$ cat src/rtl/riscv_next_pkg.sv
// Shared jump-predictor types: return-address-stack depth and checkpoint layout.
package riscv_next_pkg;

  localparam int RAS_INDEX_WIDTH = 3;
  localparam int RAS_DEPTH       = 2 ** RAS_INDEX_WIDTH;

  // Pointer state the backend snapshots and later hands back on a misprediction.
  typedef struct packed {
    logic [RAS_INDEX_WIDTH-1:0] ptr;
    logic [RAS_INDEX_WIDTH:0]   count;
  } ras_ckpt_t;

endpackage

$ cat src/rtl/ret_addr_stack.sv
// Return-address stack feeding the jump predictor. Fetch pushes link addresses
// on predicted calls and pops on return-table hits; the popped address is the
// registered predicted return target one cycle later. The build only pulls this
// file in when USE_JUMP_PREDICTOR is defined.
module ret_addr_stack
  import riscv_next_pkg::*;
#(
  parameter int ADDR_WIDTH  = 64,
  parameter int INDEX_WIDTH = RAS_INDEX_WIDTH
) (
  input  logic                   clk,
  input  logic                   reset,
  input  logic                   enable,
  input  logic                   i_stall,
  input  logic                   i_push,
  input  logic [ADDR_WIDTH-1:0]  i_push_addr,
  input  logic                   i_pop,
  output logic [ADDR_WIDTH-1:0]  o_pred_addr,
  output logic                   o_pred_valid,
  output logic [INDEX_WIDTH-1:0] o_ckpt_ptr,
  output logic [INDEX_WIDTH:0]   o_ckpt_count,
  input  logic                   i_recover,
  input  logic [INDEX_WIDTH-1:0] i_recover_ptr,
  input  logic [INDEX_WIDTH:0]   i_recover_count
);

  localparam int DEPTH = 2 ** INDEX_WIDTH;
  localparam logic [INDEX_WIDTH:0] DEPTH_C = (INDEX_WIDTH + 1)'(DEPTH);

  logic [ADDR_WIDTH-1:0]  entries [DEPTH];
  logic [INDEX_WIDTH-1:0] ptr, ptr_n;
  logic [INDEX_WIDTH:0]   count, count_n;
  logic [ADDR_WIDTH-1:0]  pred_addr_n;
  logic                   pred_valid_n;
  logic                   wr_en;
  logic [INDEX_WIDTH-1:0] wr_idx;
  logic                   overflow_evt, underflow_evt;

  assign o_ckpt_ptr   = ptr;
  assign o_ckpt_count = count;

  // Decode the single action taken this cycle (recover > pop > swap > push > idle).
  always_comb begin
    ptr_n         = ptr;
    count_n       = count;
    pred_addr_n   = o_pred_addr;
    pred_valid_n  = o_pred_valid;
    wr_en         = 1'b0;
    wr_idx        = ptr;
    overflow_evt  = 1'b0;
    underflow_evt = 1'b0;
    if (!reset && enable && !i_stall) begin
      pred_valid_n = 1'b0;
      if (i_recover) begin
        ptr_n   = i_recover_ptr;
        count_n = (i_recover_count > DEPTH_C) ? DEPTH_C : i_recover_count;
      end else if (i_pop && !i_push) begin
        if (count != '0) begin
          pred_addr_n  = entries[ptr];
          pred_valid_n = 1'b1;
          ptr_n        = ptr - 1'b1;
          count_n      = count - 1'b1;
        end else begin
          underflow_evt = 1'b1;
        end
      end else if (i_push && i_pop && count != '0) begin
        pred_addr_n  = entries[ptr];
        pred_valid_n = 1'b1;
        wr_en        = 1'b1;
        wr_idx       = ptr;
      end else if (i_push) begin
        wr_en        = 1'b1;
        wr_idx       = ptr + 1'b1;
        ptr_n        = ptr + 1'b1;
        overflow_evt = (count == DEPTH_C);
        count_n      = (count == DEPTH_C) ? count : count + 1'b1;
      end
    end
  end

  // Pointer, occupancy and prediction registers; reset discards everything.
  always_ff @(posedge clk) begin
    if (reset) begin
      ptr          <= '0;
      count        <= '0;
      o_pred_addr  <= '0;
      o_pred_valid <= 1'b0;
    end else begin
      ptr          <= ptr_n;
      count        <= count_n;
      o_pred_addr  <= pred_addr_n;
      o_pred_valid <= pred_valid_n;
    end
  end

  // Stack storage is never cleared; stale slots are unreachable once count drops.
  always_ff @(posedge clk) begin
    if (wr_en) begin
      entries[wr_idx] <= i_push_addr;
    end
  end

`ifndef SYNTHESIS
  int unsigned overflow_count;
  int unsigned underflow_count;

  // Debug tallies of wrap-around pushes and empty-stack pops.
  always_ff @(posedge clk) begin
    if (reset) begin
      overflow_count  <= 0;
      underflow_count <= 0;
    end else begin
      if (overflow_evt)  overflow_count  <= overflow_count + 1;
      if (underflow_evt) underflow_count <= underflow_count + 1;
    end
  end
`endif

endmodule

$ cat config.mk
export PLATFORM = sky130hd
export DESIGN_NAME = ret_addr_stack
export DESIGN_NICKNAME = d
export VERILOG_FILES = /design/src/rtl/riscv_next_pkg.sv /design/src/rtl/ret_addr_stack.sv
export SDC_FILE = /design/constraint.sdc
export NUM_CORES = 1
export LEC_CHECK = 0
export BUFFER_PORTS_ARGS = -buffer_cell sky130_fd_sc_hd__buf_2
export CAP_MARGIN = 5
export CORE_MARGIN = 4
export CORE_UTILIZATION = 45
export CTS_BUF_LIST = sky130_fd_sc_hd__clkbuf_4
export CTS_CLUSTER_DIAMETER = 60
export DETAILED_ROUTE_END_ITERATION = 7
export SLEW_MARGIN = 15
export SYNTH_ARGS = -nofsm -noshare
export SYNTH_HDL_FRONTEND = slang
export SYNTH_SLANG_ARGS = --single-unit
$ cat constraint.sdc
create_clock -name clk -period 11.8 [get_ports clk]
set_input_delay 2.36 -clock clk [delete_from_list [all_inputs] [get_ports clk]]
set_output_delay 2.36 -clock clk [all_outputs]
set_load 0.02 [all_outputs]
==> summary.md <==
The run finished with clean final reports. The cell area after synthesis was 22150 um^2. The final critical-path required period was 4.189 ns. The height of the die came out at 229.9 um.

The floorplan step set the die width to 229.9 um. After synthesis, the largest family of logic cells by area is multiplexers. The tools report the endpoint of the worst hold path as o_pred_valid$_SDFFE_PP0N_. The clock transition at the registers of the reported paths works out to 0.06 ns. The unique cell type count in the Yosys netlist is 48, and the total clock sinks is 587. Fraction of layout instances using a drive strength above 1: 0.3999.

The wire length reported by the detailed router is 43.96 mm, and the worst-case reg-to-reg path depth is 5. Timing would allow up to 0.2387 GHz. The congestion estimate from routability-driven global placement came to 0.7642. From synthesis to final layout, the design area changed by 15.38%.

Worst hold path stage count: 2. The total of buffers placed on input and output ports was 149; the initial detailed-routing violation count was 680. The tools report the aggregate global-route resource usage as 0.1692.

Startpoint-to-endpoint class of the critical path: input pin to register. The wire length of the first global-routing pass is 67.73 mm. The share of the synthesized area in compound gates (AO/OA/AOI/OAI) was 0.04463; the final worst slack was 7.611 ns. The number of I/O pins came out at 150.

The leading register cell type out of synthesis is edfxtp_1. The total number of H-tree levels was 4; the adder-cell share of the synthesized area was 0.003163. Setup repair after global routing left no endpoint under its margin.

The endpoint type of the worst setup path is a register. By area the synthesized netlist is led by edfxtp_1, mux4_2, dfxtp_1. The initial antenna violation count is 10, and the post-synthesis mux area share is 0.1605.

The longest clock path from root to sink contains 3 buffers. The startpoint identified for the worst hold timing path is o_pred_valid$_SDFFE_PP0N_. The synthesized design contains 512 enable-type register cells. The total die area was 52830 um^2. After detailed routing, the average wire length per cell comes to 20.79 um.

Count of synthesis-stage warnings from yosys: 0. Prior to clock tree synthesis, the placed netlist has a worst setup slack of 6.718 ns. The number of nets in the finished design was 1409. Ranked by instance count, the synthesized netlist is headed by edfxtp_1, mux4_2, dfxtp_1, mux2i_1, a21oi_1.

The fraction of the cycle the final worst path needs came out at 0.3550. The cell with the most instances after synthesis is edfxtp_1. The post-route antenna net violation count was 0. The final setup violation count was 0; the synthesized area per cell was 20.58 um^2. For the number of hold violations in the final report, the log shows 0. Between clock sinks in the finished design, the worst skew comes to 0.03494 ns. The logs give 0.08593 mV for the maximum vdd drop and 10980 for the overall via count from detail_route. The via count of the first global-routing pass is 11790, and the maximum fanout along the worst path is 64. The total area inside the core boundary comes to 48750 um^2. For the worst setup path, the data required time is 12.28 ns. The transition time of the tightest slew-check pin was 1.126 ns; the maximum number of pins on one net before global-route repair was 94. The number of hold buffers added after CTS was 0.

TritonCTS built the clock tree. The post-synthesis share of cell area spent on and, or, nand and nor gates is 0.01107, and the cell row count is 81. The number of gates resized after CTS was 0. For the leakage power summed over all cells, the log shows 8.493 nW.

The biggest area consumer among synthesized cells is edfxtp_1. The cell count after synthesis came out at 1076. The worst register-to-register path ends at o_pred_addr[19]$_SDFFE_PP0P_. The fraction of synthesized cell area in xor and xnor cells is 0.001186, and the global-route congestion overflow total is 0. The final routed DRC violation total came out at 0. Dividing total power by cell area gives a power density of 164.9 nW/um^2. After legalization and detailed placement, the total HPWL measured 23.00 mm.

The number of setup buffers added after CTS came out at 0. The clock tree root buffer cell was clkbuf_4. Proportion of netlist area held by the largest area contributor: 0.6942. In this run the worst hold path is classified as register to register. The number of nets handed over by synthesis was 1159. The final-report max-slew violation count is 0.

Counting flops and latches in the post-synthesis netlist gives 587. Before antenna repair, the detailed router went through 5 iterations. Starting utilization of the core area: 0.4544. STA puts the critical path data arrival time at 4.67 ns. The logs give 150 for the number of buffers created by CTS and 0 ns for the setup TNS. The number of max-capacitance violations reported came out at 0.

The relative slew slack is 0.2494, and the detail-routed via count per cell is 5.194. The startpoint type of the worst setup path is an input pin. The clock latency on the worst-skew pair is 0.90 ns, and the worst setup slack for register-to-register paths is 8.59 ns. The async set-reset flop share out of synthesis was 0. Sequential share of the synthesized area: 0.7619.
-- cell usage in the layout (no fill, tap or decap), types with 4 or more instances in the layout --
cell and n:
edfxtp_1 512, clkbuf_4 238, buf_2 149, mux4_2 128
dfxtp_1 72, mux2i_1 66, a21oi_1 63, o21ai_1 59
clkinv_1 21, a21oi_2 13, buf_4 13, nor2_1 12
inv_1 8, inv_2 8, nand2_1 7, o21ai_2 6
clkinv_2 5, nand3_1 4, o21ai_0 4, a221oi_1 4
a211oi_1 4, ha_1 4
-- layer usage --
metal | wire, um | vias to the layer above | track usage
met5 | 84 | - | 0
met4 | 866 | 14 | 0.07543
met3 | 2135 | 79 | 0.04559
met2 | 21840 | 263 | 0.2722
met1 | 19040 | 5568 | 0.2180
li1 | - | 5056 | -
-- through the flow --
step                power (mW)  utilization  std cells  area, um^2  hold slack, ns
floorplan                2.433            -       1076       22150          0.5535
global placement         2.497       0.4829       1838       23540          0.4887
detailed placement       2.501       0.4829       1838       23540          0.4796
CTS                      4.286       0.5241       2112       25550          0.4901
global route             4.413       0.5242       2113       25550          0.5365
finish                   4.215       0.5242       2114       25550          0.4858
-- kinds of logic after synthesis --
group | after synthesis
simple gates | 46
fa+ha+maj | 5
compound gates | 166
mux | 195
xor+xnor | 3
buf+inv | 74
flops | 587
-- state kept, by name, indices dropped and copies added, names as in the netlist, named ones only --
name	flops
entries	512
o_pred_addr	64
o_ckpt_count	4
o_ckpt_ptr	3
o_pred_valid	1
-- report_power, final --
part	switching (mW)	internal (mW)
combinational	0.0964	0.0778
sequential	0.0148	2.26
clock	0.784	0.980
total	0.895	3.32
-- cell type report --
type                    count  area, um^2
diodes                      2       5.005
clock buffers             238        1787
clock inverters            36       220.2
fillers                  3923       23190
inverters                   9       33.78
multi-input cells         415        4927
flip-flops and latches    587       16890
well taps                 664       830.8
repair buffers            163       863.3
-- worst max path at each step --
stage | slack, ns | to | from | depth (start not counted)
after floorplan | 3.50 | entries[6][0]$_DFFE_PP_ | reset | 6
after global placement | 6.77 | entries[7][45]$_DFFE_PP_ | reset | 6
after detailed placement | 6.72 | entries[7][43]$_DFFE_PP_ | reset | 6
after CTS | 7.54 | o_ckpt_count[0] | o_ckpt_count[0]$_SDFFE_PP0P_ | 1
after global routing | 7.53 | entries[7][5]$_DFFE_PP_ | reset | 6
final | 7.61 | entries[7][46]$_DFFE_PP_ | reset | 6
-- worst max-delay path, stage by stage --
cell and delay [ns]:
buf_2 0.16, or3b_1 0.52, nor2_1 0.32, nand2_1 0.14, nor2_1 0.20, and2_4 0.93
(Power assumes the default switching activity.)
